[src/rtl/multicycle_control_if.sv]
// Control/datapath bundle for the multi-cycle CPU controller.
// master = controller side, slave = datapath/IR side.
interface multicycle_control_if #(
  parameter int OPCODE_W = 4,
  parameter int ALU_OP_W = 4
);
  logic [OPCODE_W-1:0] opcode;
  logic                alu_zero;
  logic                mem_ready;
  logic                ir_write;
  logic                pc_write;
  logic                pc_src;
  logic                reg_write;
  logic                alu_src;
  logic                mem_read;
  logic                mem_write;
  logic                mem_to_reg;
  logic [ALU_OP_W-1:0] alu_op;
  logic                halted;
  logic                retire;

  modport master (
    input  opcode, alu_zero, mem_ready,
    output ir_write, pc_write, pc_src, reg_write, alu_src, mem_read,
           mem_write, mem_to_reg, alu_op, halted, retire
  );

  modport slave (
    output opcode, alu_zero, mem_ready,
    input  ir_write, pc_write, pc_src, reg_write, alu_src, mem_read,
           mem_write, mem_to_reg, alu_op, halted, retire
  );
endinterface

[src/rtl/multicycle_control.sv]
// Multi-cycle FETCH/DECODE/EXEC/MEM/WB controller for the 16-bit CPU.
// Define CTRL_MEM_READY_EN to end MEM on mem_ready; otherwise MEM lasts MEM_LAT cycles.
module multicycle_control #(
  parameter int OPCODE_W = 4,
  parameter int ALU_OP_W = 4,
  parameter int MEM_LAT  = 1
) (
  input  logic                 clk,
  input  logic                 rst,
  multicycle_control_if.master bus
);

  // ISA opcode encoding; 13 and 14 are unassigned and execute as NOP
  localparam logic [OPCODE_W-1:0] OPCODE_ADD   = OPCODE_W'(0);
  localparam logic [OPCODE_W-1:0] OPCODE_SUB   = OPCODE_W'(1);
  localparam logic [OPCODE_W-1:0] OPCODE_AND   = OPCODE_W'(2);
  localparam logic [OPCODE_W-1:0] OPCODE_OR    = OPCODE_W'(3);
  localparam logic [OPCODE_W-1:0] OPCODE_XOR   = OPCODE_W'(4);
  localparam logic [OPCODE_W-1:0] OPCODE_ADDI  = OPCODE_W'(5);
  localparam logic [OPCODE_W-1:0] OPCODE_ANDI  = OPCODE_W'(6);
  localparam logic [OPCODE_W-1:0] OPCODE_ORI   = OPCODE_W'(7);
  localparam logic [OPCODE_W-1:0] OPCODE_XORI  = OPCODE_W'(8);
  localparam logic [OPCODE_W-1:0] OPCODE_LOAD  = OPCODE_W'(9);
  localparam logic [OPCODE_W-1:0] OPCODE_STORE = OPCODE_W'(10);
  localparam logic [OPCODE_W-1:0] OPCODE_BEQ   = OPCODE_W'(11);
  localparam logic [OPCODE_W-1:0] OPCODE_BNE   = OPCODE_W'(12);
  localparam logic [OPCODE_W-1:0] OPCODE_HALT  = OPCODE_W'(15);

  localparam logic [ALU_OP_W-1:0] ALU_ADD = ALU_OP_W'(0);
  localparam logic [ALU_OP_W-1:0] ALU_SUB = ALU_OP_W'(1);
  localparam logic [ALU_OP_W-1:0] ALU_AND = ALU_OP_W'(2);
  localparam logic [ALU_OP_W-1:0] ALU_OR  = ALU_OP_W'(3);
  localparam logic [ALU_OP_W-1:0] ALU_XOR = ALU_OP_W'(4);

  typedef enum logic [2:0] {
    S_FETCH, S_DECODE, S_EXEC, S_MEM, S_WB, S_HALT
  } state_t;

  state_t              state;
  state_t              next_state;
  logic [OPCODE_W-1:0] op_q;
  logic                mem_done;
  logic                is_branch;
  logic                is_mem_op;
  logic                branch_taken;

  function automatic logic is_defined(input logic [OPCODE_W-1:0] op);
    return (op <= OPCODE_BNE) || (op == OPCODE_HALT);
  endfunction

  function automatic logic [ALU_OP_W-1:0] alu_op_of(input logic [OPCODE_W-1:0] op);
    case (op)
      OPCODE_SUB, OPCODE_BEQ, OPCODE_BNE: return ALU_SUB;
      OPCODE_AND, OPCODE_ANDI:            return ALU_AND;
      OPCODE_OR,  OPCODE_ORI:             return ALU_OR;
      OPCODE_XOR, OPCODE_XORI:            return ALU_XOR;
      default:                            return ALU_ADD;
    endcase
  endfunction

  function automatic logic alu_src_of(input logic [OPCODE_W-1:0] op);
    return (op >= OPCODE_ADDI) && (op <= OPCODE_STORE);
  endfunction

  assign is_branch    = (op_q == OPCODE_BEQ) || (op_q == OPCODE_BNE);
  assign is_mem_op    = (op_q == OPCODE_LOAD) || (op_q == OPCODE_STORE);
  assign branch_taken = ((op_q == OPCODE_BEQ) &&  bus.alu_zero) ||
                        ((op_q == OPCODE_BNE) && !bus.alu_zero);

`ifdef CTRL_MEM_READY_EN
  assign mem_done = bus.mem_ready;
`else
  localparam int CNT_W = (MEM_LAT < 4) ? 2 : $clog2(MEM_LAT + 1);

  logic [CNT_W-1:0] wait_cnt;
  logic             unused_mem_ready;

  assign unused_mem_ready = bus.mem_ready;
  assign mem_done         = (wait_cnt == CNT_W'(MEM_LAT - 1));

  // Counts elapsed MEM cycles; idle at zero outside MEM
  always_ff @(posedge clk) begin
    if (rst)
      wait_cnt <= '0;
    else if (state == S_MEM && !mem_done)
      wait_cnt <= wait_cnt + 1'b1;
    else
      wait_cnt <= '0;
  end
`endif

  // State register; the opcode is captured as DECODE hands over to EXEC
  always_ff @(posedge clk) begin
    if (rst) begin
      state <= S_FETCH;
      op_q  <= '0;
    end else begin
      state <= next_state;
      if (state == S_DECODE)
        op_q <= bus.opcode;
    end
  end

  always_comb begin
    next_state = state;
    case (state)
      S_FETCH:  next_state = S_DECODE;
      S_DECODE: begin
        if (bus.opcode == OPCODE_HALT)
          next_state = S_HALT;
        else if (is_defined(bus.opcode))
          next_state = S_EXEC;
        else
          next_state = S_FETCH;
      end
      S_EXEC: begin
        if (is_branch)
          next_state = S_FETCH;
        else if (is_mem_op)
          next_state = S_MEM;
        else
          next_state = S_WB;
      end
      S_MEM: begin
        if (mem_done)
          next_state = (op_q == OPCODE_LOAD) ? S_WB : S_FETCH;
      end
      S_WB:     next_state = S_FETCH;
      S_HALT:   next_state = S_HALT;
      default:  next_state = S_FETCH;
    endcase
  end

  // Strobes follow the state; a reset cycle forces every output to its idle value
  always_comb begin
    bus.ir_write   = 1'b0;
    bus.pc_write   = 1'b0;
    bus.pc_src     = 1'b0;
    bus.reg_write  = 1'b0;
    bus.alu_src    = 1'b0;
    bus.mem_read   = 1'b0;
    bus.mem_write  = 1'b0;
    bus.mem_to_reg = 1'b0;
    bus.alu_op     = ALU_ADD;
    bus.halted     = 1'b0;
    bus.retire     = 1'b0;
    if (!rst) begin
      case (state)
        S_FETCH: begin
          bus.ir_write = 1'b1;
          bus.pc_write = 1'b1;
        end
        S_DECODE: bus.retire = !is_defined(bus.opcode);
        S_EXEC: begin
          bus.alu_op  = alu_op_of(op_q);
          bus.alu_src = alu_src_of(op_q);
          if (is_branch) begin
            bus.pc_write = branch_taken;
            bus.pc_src   = branch_taken;
            bus.retire   = 1'b1;
          end
        end
        S_MEM: begin
          bus.alu_op    = alu_op_of(op_q);
          bus.alu_src   = alu_src_of(op_q);
          bus.mem_read  = (op_q == OPCODE_LOAD);
          bus.mem_write = (op_q == OPCODE_STORE);
          bus.retire    = (op_q == OPCODE_STORE) && mem_done;
        end
        S_WB: begin
          bus.reg_write  = 1'b1;
          bus.mem_to_reg = (op_q == OPCODE_LOAD);
          bus.retire     = 1'b1;
        end
        S_HALT:  bus.halted = 1'b1;
        default: ;
      endcase
    end
  end

endmodule
[src/flat_wrapper.sv]
// flat-port wrapper written by rule: the top's interface ports become plain ports
module multicycle_control_flat 
#(
  parameter int OPCODE_W = 4,
  parameter int ALU_OP_W = 4,
  parameter int MEM_LAT  = 1
)
  (clk, rst, bus_opcode, bus_alu_zero, bus_mem_ready, bus_ir_write, bus_pc_write, bus_pc_src, bus_reg_write, bus_alu_src, bus_mem_read, bus_mem_write, bus_mem_to_reg, bus_alu_op, bus_halted, bus_retire);
  multicycle_control_if #(.OPCODE_W(OPCODE_W), .ALU_OP_W(ALU_OP_W)) bus_i ();
  input  logic clk;
  input  logic rst;
  input wire logic [$bits(bus_i.opcode)-1:0] bus_opcode;
  input wire logic [$bits(bus_i.alu_zero)-1:0] bus_alu_zero;
  input wire logic [$bits(bus_i.mem_ready)-1:0] bus_mem_ready;
  output wire logic [$bits(bus_i.ir_write)-1:0] bus_ir_write;
  output wire logic [$bits(bus_i.pc_write)-1:0] bus_pc_write;
  output wire logic [$bits(bus_i.pc_src)-1:0] bus_pc_src;
  output wire logic [$bits(bus_i.reg_write)-1:0] bus_reg_write;
  output wire logic [$bits(bus_i.alu_src)-1:0] bus_alu_src;
  output wire logic [$bits(bus_i.mem_read)-1:0] bus_mem_read;
  output wire logic [$bits(bus_i.mem_write)-1:0] bus_mem_write;
  output wire logic [$bits(bus_i.mem_to_reg)-1:0] bus_mem_to_reg;
  output wire logic [$bits(bus_i.alu_op)-1:0] bus_alu_op;
  output wire logic [$bits(bus_i.halted)-1:0] bus_halted;
  output wire logic [$bits(bus_i.retire)-1:0] bus_retire;
  assign bus_i.opcode = bus_opcode;
  assign bus_i.alu_zero = bus_alu_zero;
  assign bus_i.mem_ready = bus_mem_ready;
  assign bus_ir_write = bus_i.ir_write;
  assign bus_pc_write = bus_i.pc_write;
  assign bus_pc_src = bus_i.pc_src;
  assign bus_reg_write = bus_i.reg_write;
  assign bus_alu_src = bus_i.alu_src;
  assign bus_mem_read = bus_i.mem_read;
  assign bus_mem_write = bus_i.mem_write;
  assign bus_mem_to_reg = bus_i.mem_to_reg;
  assign bus_alu_op = bus_i.alu_op;
  assign bus_halted = bus_i.halted;
  assign bus_retire = bus_i.retire;
  multicycle_control #(.OPCODE_W(OPCODE_W), .ALU_OP_W(ALU_OP_W), .MEM_LAT(MEM_LAT)) u_core (.clk(clk), .rst(rst), .bus(bus_i));
endmodule
[config.mk]
export PLATFORM = sky130hd
export DESIGN_NAME = multicycle_control_flat
export DESIGN_NICKNAME = d
export VERILOG_FILES = /design/src/rtl/multicycle_control_if.sv /design/src/rtl/multicycle_control.sv /design/src/flat_wrapper.sv
export SDC_FILE = /design/constraint.sdc
export NUM_CORES = 1
export LEC_CHECK = 0
export BUFFER_PORTS_ARGS = -buffer_cell sky130_fd_sc_hd__buf_4
export CORE_MARGIN = 2
export CORE_UTILIZATION = 51
export DETAILED_ROUTE_END_ITERATION = 16
export PLACE_DENSITY = 0.77
export SLEW_MARGIN = 20
export SYNTH_ARGS = -nofsm -noshare
export SYNTH_HDL_FRONTEND = slang
export SYNTH_SLANG_ARGS = --single-unit
[constraint.sdc]
create_clock -name clk -period 2.1 [get_ports clk]
set_clock_uncertainty 0.05 [all_clocks]
set_input_delay 0.42 -clock clk [delete_from_list [all_inputs] [get_ports clk]]
set_output_delay 0.42 -clock clk [all_outputs]
set_load 0.01 [all_outputs]
# [Word-level counts from Yosys, hierarchy flattened]
# Memories as Yosys holds them, arrays and structs flattened. A register that Yosys moved wholly into a read port is not among the register bits.
# Cells that the tools add are included.
[word_totals] input_bits=8 word_cells=72 rom_bits=96 mem_count=2 register_bits=9 output_inout_bits=14
[mem_list] memory="(name not given)" words=16 width=3 read_ports=1 rd_ports_with_merged_regs=1 wr=0 line_no="multicycle_control.sv:52" rtl="case (op)"
[mem_list] memory="(name not given)" words=16 width=3 read_ports=1 rd_ports_with_merged_regs=1 wr=0 line_no="multicycle_control.sv:52"
[op_classes] magnitude_cmp=3 n_reduce_logical=16 bitwise_logic=1 n_mux=35 add_sub_neg=1 eq_ne=11
[op_table] op="4-bit == test (second input constant)" n=5
[op_table] op="1-bit 2-to-1 mux" n=20
[op_table] op="4-bit 2-to-1 mux" n=5
[op_table] op="3-bit 2-to-1 mux" n=5
[op_table] op="3-bit one-hot mux with 5 select lines" n=1
[op_table] op="4-bit <= comparator (second input constant)" n=2
[op_table] op="4-bit one-hot mux with 2 select lines" n=1
[op_table] op="3-bit by 2-bit == test with 1-bit output (second input constant)" n=2
[op_table] op="3-bit == test (second input constant)" n=2
[op_table] op="1-bit logical AND" n=5
[op_table] op="4-bit by 3-bit >= comparator with 1-bit output (second input constant)" n=1
[op_table] op="1-bit logical OR" n=4
[op_table] op="1-bit one-hot mux with 4 select lines" n=1
[op_table] op="2-bit OR reduction" n=2
[op_table] op="3-bit by 1-bit == test with 1-bit output (second input constant)" n=1
[op_table] op="1-bit logical NOT" n=3
[op_table] op="3-bit logical NOT" n=1
[op_table] op="2-bit by 1-bit adder with 2-bit output (second input constant)" n=1
[op_table] op="2-bit logical NOT" n=1
[op_table] op="2-bit 2-to-1 mux" n=1
[op_table] op="2-bit by 1-bit inequality test with 1-bit output (second input constant)" n=1
[op_table] op="1-bit one-hot mux with 2 select lines" n=1
[op_table] op="1-bit NOT" n=1

# [Longest topological paths before layout]
[logic_depth] word_depth=6 ltp_mapped=6 mapped_depth_nobuf=6

# [Least setup slack after synthesis]
# Ideal clock, no wire load.
[synth_timing] kind="reg-to-output" start="register u_core.op_q[1]" end="output port bus_pc_write" setup_slack_ns=0.076 stages_incl_launch_ff=5 arrival_ns=1.554 path_cell_list="dfxtp_1 -> clkbuf_1 -> and4b_1 -> o21ai_0 -> a2111oi_0"
[synth_via] elab_chain_cells=6 word_cells_on_any_way=9 classes_between="eq/ne (2); mux (3); reduce/logical (4)"
[synth_lines] item="from (decl)" line_no="multicycle_control.sv:41" rtl="logic [OPCODE_W-1:0] op_q;"
[synth_lines] item="from (signal assigned)" line_no="multicycle_control.sv:100" rtl="op_q <= bus.opcode;"
[synth_lines] item="4-bit == test (on tied branches)" line_no="multicycle_control.sv:65, multicycle_control.sv:67, multicycle_control.sv:68"
[synth_lines] item="1-bit logical AND (on tied branches)" line_no="multicycle_control.sv:67, multicycle_control.sv:68"
[synth_lines] item="1-bit logical OR" line_no="multicycle_control.sv:67" rtl="assign branch_taken = ((op_q == OPCODE_BEQ) && bus.alu_zero) ||"
[synth_lines] item="1-bit 2-to-1 mux *" line_no="multicycle_control.sv:157" rtl="if (is_branch) begin"
[synth_lines] item="1-bit one-hot mux with 2 select lines *" line_no="multicycle_control.sv:148" rtl="case (state)"
[synth_lines] item="1-bit 2-to-1 mux *" line_no="multicycle_control.sv:147" rtl="if (!rst) begin"
[synth_lines] item="to (decl)" line_no="flat_wrapper.sv:16" rtl="output wire logic [$bits(bus_i.pc_write)-1:0] bus_pc_write;"
# Mark *: on every way between the ends. The rest lies on a longest branch, timed or not.

# [Worst setup path in the final report]
[layout_timing] start="register u_core.state[2]" end="output port bus_mem_write"
[layout_via] elab_chain_cells=3
[layout_lines] item="from (decl)" line_no="multicycle_control.sv:39" rtl="state_t state;"
[layout_lines] item="from (signal assigned)" line_no="multicycle_control.sv:98" rtl="state <= next_state;"
[layout_lines] item="3-bit by 2-bit == test with 1-bit output" line_no="multicycle_control.sv:148"
[layout_lines] item="1-bit 2-to-1 mux" line_no="multicycle_control.sv:148"
[layout_lines] item="1-bit 2-to-1 mux" line_no="multicycle_control.sv:147"
[layout_lines] item="to (decl)" line_no="flat_wrapper.sv:21" rtl="output wire logic [$bits(bus_i.mem_write)-1:0] bus_mem_write;"
# No other way between the ends.

==> impl_metrics.ini <==
[power]
clkPwrFrac = 0.266
pwr-share-seq = 0.442
combPwrFrac = 0.292
power_switching_mw = 0.1963
vdd_drop_max_mv = 0.4111
p_leak_nw = 0.4532
internal-power_mw = 0.4513
power_per_cell_area_nw_per_um2 = 593.6
swShare = 0.3031

[global_routing]
grt-ovfl-total = 0
grtUsageTotal = 0.2127
grt_first_pass_wirelength_um = 3118
grt_max_degree = 16
antenna_found_initial = 0
grt_pass1_vias = 731

[setup_path]
start_kind = flip-flop
required_ns = 1.63
crit_path_start = u_core.state[2]
r2r_slack_ns = 0.26
critPathCapture = bus_mem_write
rr_worst_depth = 5
crit_arrival_ns = 1.56
cp_max_fo = 11
end_kind = output pin
critPathKind = flip-flop to output pin
rr_startpoint = u_core.state[1]

[die]
core_area_um2 = 1524
io_pins = 22
dieHeight_um = 44.70
die-area_um2 = 1998
start_util = 0.5542
die_w_um = 44.70
rows = 14

[status]
status = complete, no violations

[synth]
synthesis.area_um2 = 844.6
synth_seq_cells = 12
synth_edf_count = 0
ys_types = 41
synthArstFlopShare = 0
seq_area_frac_synth = 0.2844
synth_ff_type = dfxtp_1
syn_area_per_cell_um2 = 7.820
synth_cells = 108
ys_warn_count = 0
syn-num-nets = 117

[sta]
finalSetupTns_ns = 0
period_needed_ns = 2.028
maxSlewViolCount = 0
clock.fmax_ghz = 0.4932
setup_ws_ns = 0.07222
hold_violations = 0
setup_violations = 0
fin_crit_sh = 0.9656
timing.hold.ws_ns = 0.4446

[clocking]
cts_inserted_buffers = 3
cts_buffer_depth = 2
h-tree-depth = 1
insertion_delay_ns = 0.26
hold_buffers = 0
ctsRootBufferMaster = clkbuf_4
cts.sinks = 12
cts_tree = built
path_clk_slew_ns = 0.07

[final_layout]
nets = 138
final_cell_mix = buf_4 (23), nor2_1 (9), nand2b_1 (8), dfxtp_1 (8), inv_1 (7)
layout_commonest_cell = buf_4
filler_cell_count = 122
area_delta_synth_final_pct = 29.19
final_layout_size_suffix_gt1_frac = 0.3359
finalNonFillerCells = 144
insertedDiodeCount = 0
final_area_um2 = 1091

[detailed_routing]
drt_pass1_iterations = 4
drc = 0
drt_iter0_drc = 11
wirelength_um = 1930
wl_per_cell_um = 13.40
via_count = 827
viasPerCell = 5.743
postRouteAntennaNets = 0

[placed_design]
dp_hpwl_um = 1417
io_buffers = 19
gp_congestion = 0.8602
post_dp_cell_area_um2 = 1006
dp_cells = 140
preCtsSetupSlack_ns = 0.06887

[worst_hold_path]
hp-class = flip-flop to flip-flop

[flow_run]
cap_violations = 0
-- final cells by class --
cell class	count	area [um^2]	area share
clock buffers	4	36.28	0.03326
inverters	7	26.28	0.02408
multi-input cells	82	583.1	0.5344
flip-flops and latches	12	252.7	0.2317
well taps	16	20.02	0.01835
repair buffers	23	172.7	0.1583
-- layer usage --
layer / share of wire / up-vias / track usage
met3: 0.058 / 2 / 0.01200
met5: 0 / - / 0
li1: - / 417 / -
met1: 0.45 / 379 / 0.2932
met2: 0.49 / 29 / 0.3333
met4: 0.0067 / 0 / 0.1152
-- critical path: stages (launching register included) --
cell	delay, ns
dfxtp_4	0.39
nor2_2	0.13
nand2_1	0.08
or3_1	0.41
nor2_1	0.14
buf_4	0.14
-- worst min path at each step --
| stage | from | end | slack, ns | cells past startpoint |
|---|---|---|---|---|
| after global routing | u_core.wait_cnt[0] | u_core.wait_cnt[0] | 0.49 | 2 |
| after detailed placement | u_core.wait_cnt[0] | u_core.wait_cnt[0] | 0.43 | 2 |
| final | u_core.wait_cnt[0] | u_core.wait_cnt[0] | 0.44 | 2 |
| after floorplan | u_core.wait_cnt[0] | u_core.wait_cnt[0] | 0.41 | 2 |
| after global placement | u_core.wait_cnt[0] | u_core.wait_cnt[0] | 0.43 | 2 |
| after CTS | u_core.wait_cnt[0] | u_core.wait_cnt[0] | 0.45 | 2 |
-- repair_timing --
action	4_1_cts	5_1_grt
gates cloned	0	0
gates resized for setup	8	8
pin swaps	1	1
buffers inserted	0	0
endpoints found under the setup margin	2	3
-- cell usage after synthesis, drive strengths merged (2+ instances only) --
cell | n | share of area
dfxtp | 12 | 0.28
and3 | 3 | 0.022
nand2b | 9 | 0.067
a21o | 3 | 0.027
nand3 | 2 | 0.012
nor2 | 10 | 0.044
buf | 2 | 0.015
nand2 | 3 | 0.013
xnor2 | 2 | 0.021
and2 | 3 | 0.022
clkbuf | 5 | 0.022
a21oi | 4 | 0.024
o21ai | 4 | 0.028
mux2i | 5 | 0.064
nor2b | 6 | 0.044
o22ai | 2 | 0.015
nor3 | 5 | 0.030
inv | 7 | 0.031
nor3b | 2 | 0.031
nand3b | 2 | 0.018
-- stage by stage --
step	utilization	total power, mW
5_1_grt	0.7159	0.6840
4_1_cts	0.6962	0.6503
6_report	0.7159	0.6476
2_1_floorplan	-	0.4073
3_3_place_gp	0.6601	0.4598
3_5_place_dp	0.6601	0.4640
-- power by group through the flow --
| stage | combinational (mW) | clock, mW | sequential, mW |
|---|---|---|---|
| 3_3_place_gp | 0.173 | 0 | 0.287 |
| 6_report | 0.189 | 0.172 | 0.286 |
| 3_5_place_dp | 0.177 | 0 | 0.287 |
| 5_1_grt | 0.206 | 0.186 | 0.291 |
| 4_1_cts | 0.183 | 0.182 | 0.285 |
| 2_1_floorplan | 0.139 | 0 | 0.268 |
-- cells by family (layout without fill, tap and decap cells) --
| kind of cell | after synthesis | in the layout | share of synthesized area |
|---|---|---|---|
| other cells | 1 | 1 | 0.004440 |
| xor+xnor | 2 | 2 | 0.02074 |
| compound gates | 21 | 21 | 0.1719 |
| fa+ha+maj | 2 | 2 | 0.02814 |
| flops | 12 | 12 | 0.2844 |
| mux | 5 | 5 | 0.06370 |
| simple gates | 51 | 51 | 0.3585 |
| buf+inv | 14 | 34 | 0.06815 |
Note: power is estimated with default switching activity, not from simulation.
